===== config.mk =====
export PLATFORM = sky130hd
export DESIGN_NAME = display_scan_ctrl
export DESIGN_NICKNAME = d
export VERILOG_FILES = /design/src/rtl/display_scan_ctrl.sv
export SDC_FILE = /design/constraint.sdc
export NUM_CORES = 1
export LEC_CHECK = 0
export ABC_AREA = 1
export ABC_CLOCK_PERIOD_IN_PS = 2500
export BUFFER_PORTS_ARGS = -buffer_cell sky130_fd_sc_hd__buf_2
export CORE_MARGIN = 2
export CORE_UTILIZATION = 55
export CTS_BUF_LIST = sky130_fd_sc_hd__clkbuf_4 sky130_fd_sc_hd__clkbuf_8
export CTS_CLUSTER_DIAMETER = 80
export DETAILED_ROUTE_END_ITERATION = 6
export PLACE_DENSITY = 0.74
export SLEW_MARGIN = 30
export SYNTH_ARGS = -nofsm -noshare
export SYNTH_HDL_FRONTEND = slang
export SYNTH_SLANG_ARGS = --single-unit

===== constraint.sdc =====
create_clock -name clk -period 2.5 [get_ports clk]
set_input_delay 0.5 -clock clk [delete_from_list [all_inputs] [get_ports clk]]
set_output_delay 0.5 -clock clk [all_outputs]
set_load 0.05 [all_outputs]

===== src/rtl/display_scan_ctrl.sv =====
// Multiplexed 7-segment scan controller with frame-boundary double buffering and guard blanking.
// Optional leading-zero blanking is enabled by defining DISPLAY_SCAN_LZB_EN.
module display_scan_ctrl #(
    parameter int NUM_DIGITS   = 4,
    parameter int PRESCALE     = 50000,
    parameter int BLANK_CYCLES = 2
) (
    input  logic                      clk,
    input  logic                      rst_n,
    input  logic                      load,
    input  logic [4*NUM_DIGITS-1:0]   data_in,
    input  logic [NUM_DIGITS-1:0]     en_in,
    output logic                      qd,
    output logic                      qc,
    output logic                      qb,
    output logic                      qa,
    output logic [NUM_DIGITS-1:0]     digit_en,
    output logic                      frame_done
);

    localparam int CNT_MAX    = (PRESCALE > BLANK_CYCLES) ?
                                ((PRESCALE > 2) ? PRESCALE : 2) :
                                ((BLANK_CYCLES > 2) ? BLANK_CYCLES : 2);
    localparam int CW         = $clog2(CNT_MAX);
    localparam int IW         = $clog2(NUM_DIGITS);
    localparam int SHOW_LAST  = PRESCALE - 1;
    localparam int BLANK_LAST = (BLANK_CYCLES == 0) ? 0 : BLANK_CYCLES - 1;

    localparam logic [0:0] ST_BLANK = 1'b0;
    localparam logic [0:0] ST_SHOW  = 1'b1;

    logic [0:0]              state, state_nx;
    logic [IW-1:0]           idx, idx_nx;
    logic [CW-1:0]           cnt, cnt_nx;
    logic [4*NUM_DIGITS-1:0] shadow_data, active_data, active_data_nx;
    logic [NUM_DIGITS-1:0]   shadow_en, active_en, active_en_nx;
    logic                    pending, pending_nx;
    logic                    blank_last, show_last, commit_cycle;
    logic [3:0]              codes_nx [NUM_DIGITS];
    logic [NUM_DIGITS-1:0]   lit_nx;
    logic [NUM_DIGITS-1:0]   digit_en_nx;

    assign blank_last   = (state == ST_BLANK) &&
                          ((BLANK_CYCLES == 0) || (cnt == CW'(BLANK_LAST)));
    assign show_last    = (state == ST_SHOW) && (cnt == CW'(SHOW_LAST));
    assign commit_cycle = show_last && (idx == IW'(NUM_DIGITS - 1));

    always_comb begin
        state_nx = state;
        idx_nx   = idx;
        cnt_nx   = cnt + CW'(1);
        if (blank_last) begin
            state_nx = ST_SHOW;
            cnt_nx   = '0;
        end else if (show_last) begin
            idx_nx   = (idx == IW'(NUM_DIGITS - 1)) ? '0 : idx + IW'(1);
            state_nx = (BLANK_CYCLES == 0) ? ST_SHOW : ST_BLANK;
            cnt_nx   = '0;
        end
    end

    // A load coinciding with the commit cycle bypasses the shadow buffer.
    always_comb begin
        active_data_nx = active_data;
        active_en_nx   = active_en;
        pending_nx     = pending;
        if (commit_cycle) begin
            pending_nx = 1'b0;
            if (load) begin
                active_data_nx = data_in;
                active_en_nx   = en_in;
            end else if (pending) begin
                active_data_nx = shadow_data;
                active_en_nx   = shadow_en;
            end
        end else if (load) begin
            pending_nx = 1'b1;
        end
    end

    always_comb begin
        for (int unsigned i = 0; i < NUM_DIGITS; i++) begin
            codes_nx[i] = active_data_nx[4*i +: 4];
        end
    end

`ifdef DISPLAY_SCAN_LZB_EN
    logic [NUM_DIGITS-1:0] lz_nx;

    always_comb begin
        lz_nx = '0;
        lz_nx[NUM_DIGITS-1] = (codes_nx[NUM_DIGITS-1] == 4'h0);
        for (int unsigned i = NUM_DIGITS - 2; i >= 1; i--) begin
            lz_nx[i] = (codes_nx[i] == 4'h0) && lz_nx[i+1];
        end
        lz_nx[0] = 1'b0;
    end

    assign lit_nx = active_en_nx & ~lz_nx;
`else
    assign lit_nx = active_en_nx;
`endif

    // Outputs are registered from next-state values so they line up with the state they describe.
    always_comb begin
        digit_en_nx = '0;
        if (state_nx == ST_SHOW) begin
            digit_en_nx[idx_nx] = lit_nx[idx_nx];
        end
    end

    always_ff @(posedge clk or negedge rst_n) begin
        if (!rst_n) begin
            state       <= ST_BLANK;
            idx         <= '0;
            cnt         <= '0;
            shadow_data <= '0;
            shadow_en   <= '0;
            active_data <= '0;
            active_en   <= '0;
            pending     <= 1'b0;
            qd          <= 1'b0;
            qc          <= 1'b0;
            qb          <= 1'b0;
            qa          <= 1'b0;
            digit_en    <= '0;
            frame_done  <= 1'b0;
        end else begin
            state       <= state_nx;
            idx         <= idx_nx;
            cnt         <= cnt_nx;
            active_data <= active_data_nx;
            active_en   <= active_en_nx;
            pending     <= pending_nx;
            if (load) begin
                shadow_data <= data_in;
                shadow_en   <= en_in;
            end
            {qd, qc, qb, qa} <= codes_nx[idx_nx];
            digit_en    <= digit_en_nx;
            frame_done  <= commit_cycle;
        end
    end

endmodule


==> reports/results.tsv <==
stage	metric	value	unit
layout	final_cell_mix	nand2_1, dfrtp_1, inv_1, o21ai_0, buf_2	
grt	groute.layer.met3.usage	5.429	%
run	max_cap_violations	0	
grt	grt_busiest_layer	met2	
power	ir_worst_vdd	264.6	uV
layout	postLayoutCellArea	4075	um2
timing	drv_slew	0	
placement	routabilityCongestion	0.8600	
logic_synthesis	synthTopCellsByArea	dfrtp_1, nand2_1, inv_1, o21ai_0, o21ai_2	
outcome	status	finished, final reports clean	
timing	grt_setup_unrepaired	false	
critical_path	endpoint_kind	flip-flop	
placement	dp_worst_setup_slack	625.5	ps
clock_network	cts_num_sinks	69	
logic_synthesis	syn_avg_cell_area	8.038	um2
timing	max_freq	530.4	MHz
grt	use_met2	36.08	%
grt	grt.overflow.total	0	
route	wl_per_cell	12.93	um
clock_network	post_cts_buffers	0	
critical_path	cp_data_required_time	2770	ps
timing	fin_crit	1885	ps
layout	final_nets	518	
route	avgViaCountPerCell	5.205	
power	p_leak	2.112	nW
clock_network	numCtsBuffers	9	
grt	antenna_found_initial	0	
grt	grt_pass1_vias	2798	
timing	skew	7.244	ps
grt	grt_max_degree	70	
timing	fin_crit_sh	75.42	%
floorplanning	die_area	7425	um2
logic_synthesis	ys_seq_area_share	46.50	%
placement	port_buffers	31	
critical_path	crit_slowest_cell	dfrtp_1	
route	antenna_left	0	
critical_path	arrival	2160	ps
layout	layout_commonest_cell	nand2_1	
power	total_power	2.087	mW
clock_network	cts_max_path_buffers	2	
placement	dp.final_hpwl	5174	um
timing	worst_slack	614.6	ps
clock_network	root_buffer	clkbuf_8	
timing	maxSlewHeadroom	62.40	%
floorplanning	start_util	57.82	%
logic_synthesis	synth_top_area_cell	dfrtp_1	
layout	diodes	0	
route	vias	2972	
floorplanning	num_rows	29	
route	drc	0	
critical_path	regToRegSetupSlack	610	ps
critical_path	worstSetupPathType	flip-flop to flip-flop	
critical_path	worst-path-max-fanout	9	
critical_path	worst_r2r_endpoint	qa	
critical_path	worstReg2RegStart	cnt[0]	
critical_path	cpMostUsedCell	nor2_1	
logic_synthesis	syn_nets	488	
logic_synthesis	yosysUniqueCellTypes	34	
route	drt_iter0_markers	122	
clock_network	cts_resized	0	
logic_synthesis	synth_area	3714	um2
grt	grt_usage	21.69	%
clock_network	insertion_delay	340	ps
power	power_density	512.1	nW/um2
logic_synthesis	yosysTopAreaCellShare	46.50	%
critical_path	critPathMaxStageDelay	400	ps
floorplanning	die_width	86.17	um
clock_network	postCtsHoldBufs	0	
clock_network	cts_tree	done	
grt	grt_first_pass_wirelength	12560	um
floorplanning	core_region_area	6422	um2
critical_path	path_cells	ha_1 -> nand3_2 -> nor2_8 -> nand4_4 -> nor2_2 -> nor2_1 -> nor2_1 -> nand2_1 -> nand4_1	
clock_network	htreeDepth	3	
timing	timing.hold.ws	165.6	ps
worst_hold_path	hold_path.class	primary input to asynchronous set/reset pin	
placement	placed_area	3918	um2
logic_synthesis	synth_cells	462	
timing	hold_viol	0	
route	dr.pass1.iters	6	
clock_network	cts.clk_slew.worst_paths	70	ps
logic_synthesis	ys_ff_latch	69	
critical_path	reg2reg_depth	9	
logic_synthesis	yosysWarnings	0	
timing	totalNegativeSetupSlack	0	ps
floorplanning	pin_count	32	
critical_path	worstSetupStartpointType	flip-flop	
timing	setup_viol	0	
timing	tightest_slew	564.0	ps
floorplanning	die_y	86.17	um
layout	drive_gt1_share	21.66	%
route	routed_wl	7384	um
grt	use_met1	27.90	%
layout	synthToLayoutAreaGrowth	9.737	%
-- layer usage --
metal,wire (um),vias up
li1,-,1510
met1,3371,1392
met2,3651,58
met3,229,12
met4,131,0
met5,0,-
-- critical path, delay by kind of cell, from the launching register on --
| family | cells | cell delay, ps |
|---|---|---|
| adder cells (fa/ha/maj) | 1 | 220 |
| flip-flops | 1 | 400 |
| AND/OR/NAND/NOR | 8 | 1210 |
-- power breakdown --
group          total (mW)  switching [mW]  internal (mW)
sequential           1.17          0.0147           1.15
combinational       0.148          0.0944         0.0535
clock               0.773           0.394          0.380
total                2.09           0.503           1.58
-- sequential cells by signal, summed over array words and instances, names as in the netlist --
name	flops
idx	2
shadow_data	16
qc	1
pending	1
qb	1
frame_done	1
state	1
cnt	16
digit_en	4
shadow_en	4
qd	1
active_data	16
active_en	4
qa	1
-- how the worst max path moves through the flow --
| stage | from | slack [ps] | cells past startpoint | end |
|---|---|---|---|---|
| 6_report | cnt[0] | 610 | 9 | qa |
| 5_1_grt | cnt[0] | 380 | 12 | digit_en[0] |
| 4_1_cts | cnt[0] | 610 | 12 | digit_en[1] |
| 3_5_place_dp | load | 630 | 11 | digit_en[1] |
| 3_3_place_gp | load | 650 | 8 | qd |
| 2_1_floorplan | load | 880 | 11 | digit_en[0] |
-- area by class of cell --
| class | instances | area, um2 |
|---|---|---|
| clock inverters | 2 | 12.51 |
| inverters | 74 | 285.3 |
| multi-input cells | 304 | 1607 |
| well taps | 77 | 96.34 |
| flip-flops and latches | 69 | 1727 |
| fillers | 554 | 2347 |
| repair buffers | 34 | 202.7 |
| clock buffers | 11 | 145.1 |
-- cells in the mapped netlist --
cell        n
dfrtp_1    69
nand4_1    13
inv_2       5
nand3_4     1
o21ai_0    44
clkinv_4    1
nor3_1      8
o21bai_1    1
or2_1       2
inv_1      67
nand2_1   121
xor2_1      5
o211ai_1    1
a21oi_1     3
nor2_1     25
buf_8       1
o21a_1      3
nor2_8      1
nand3_1    19
nand2_4     2
nand2_2    15
buf_12      1
clkbuf_1    4
or2_2       2
nor2_4      4
inv_4       1
buf_2       9
nor2_2     12
nand4_4     2
nand4_2     1
nand3_2     1
ha_1        3
nor4_1      3
o21ai_2    12
-- metrics by stage --
stage | std cells | util (%)
floorplan | 462 | -
detailed placement | 558 | 61.00
global route | 571 | 63.45
CTS | 571 | 63.45
global placement | 558 | 61.00
finish | 571 | 63.45
-- cell families after synthesis --
family	after synthesis	share of synthesized area, %
flip-flops	69	46.50
buffers and inverters	89	10.24
XOR/XNOR	5	1.179
adder cells (fa/ha/maj)	3	1.011
AO/OA/AOI/OAI	64	10.18
AND/OR/NAND/NOR	232	30.90
No activity file was read; power rests on OpenSTA's default activity.
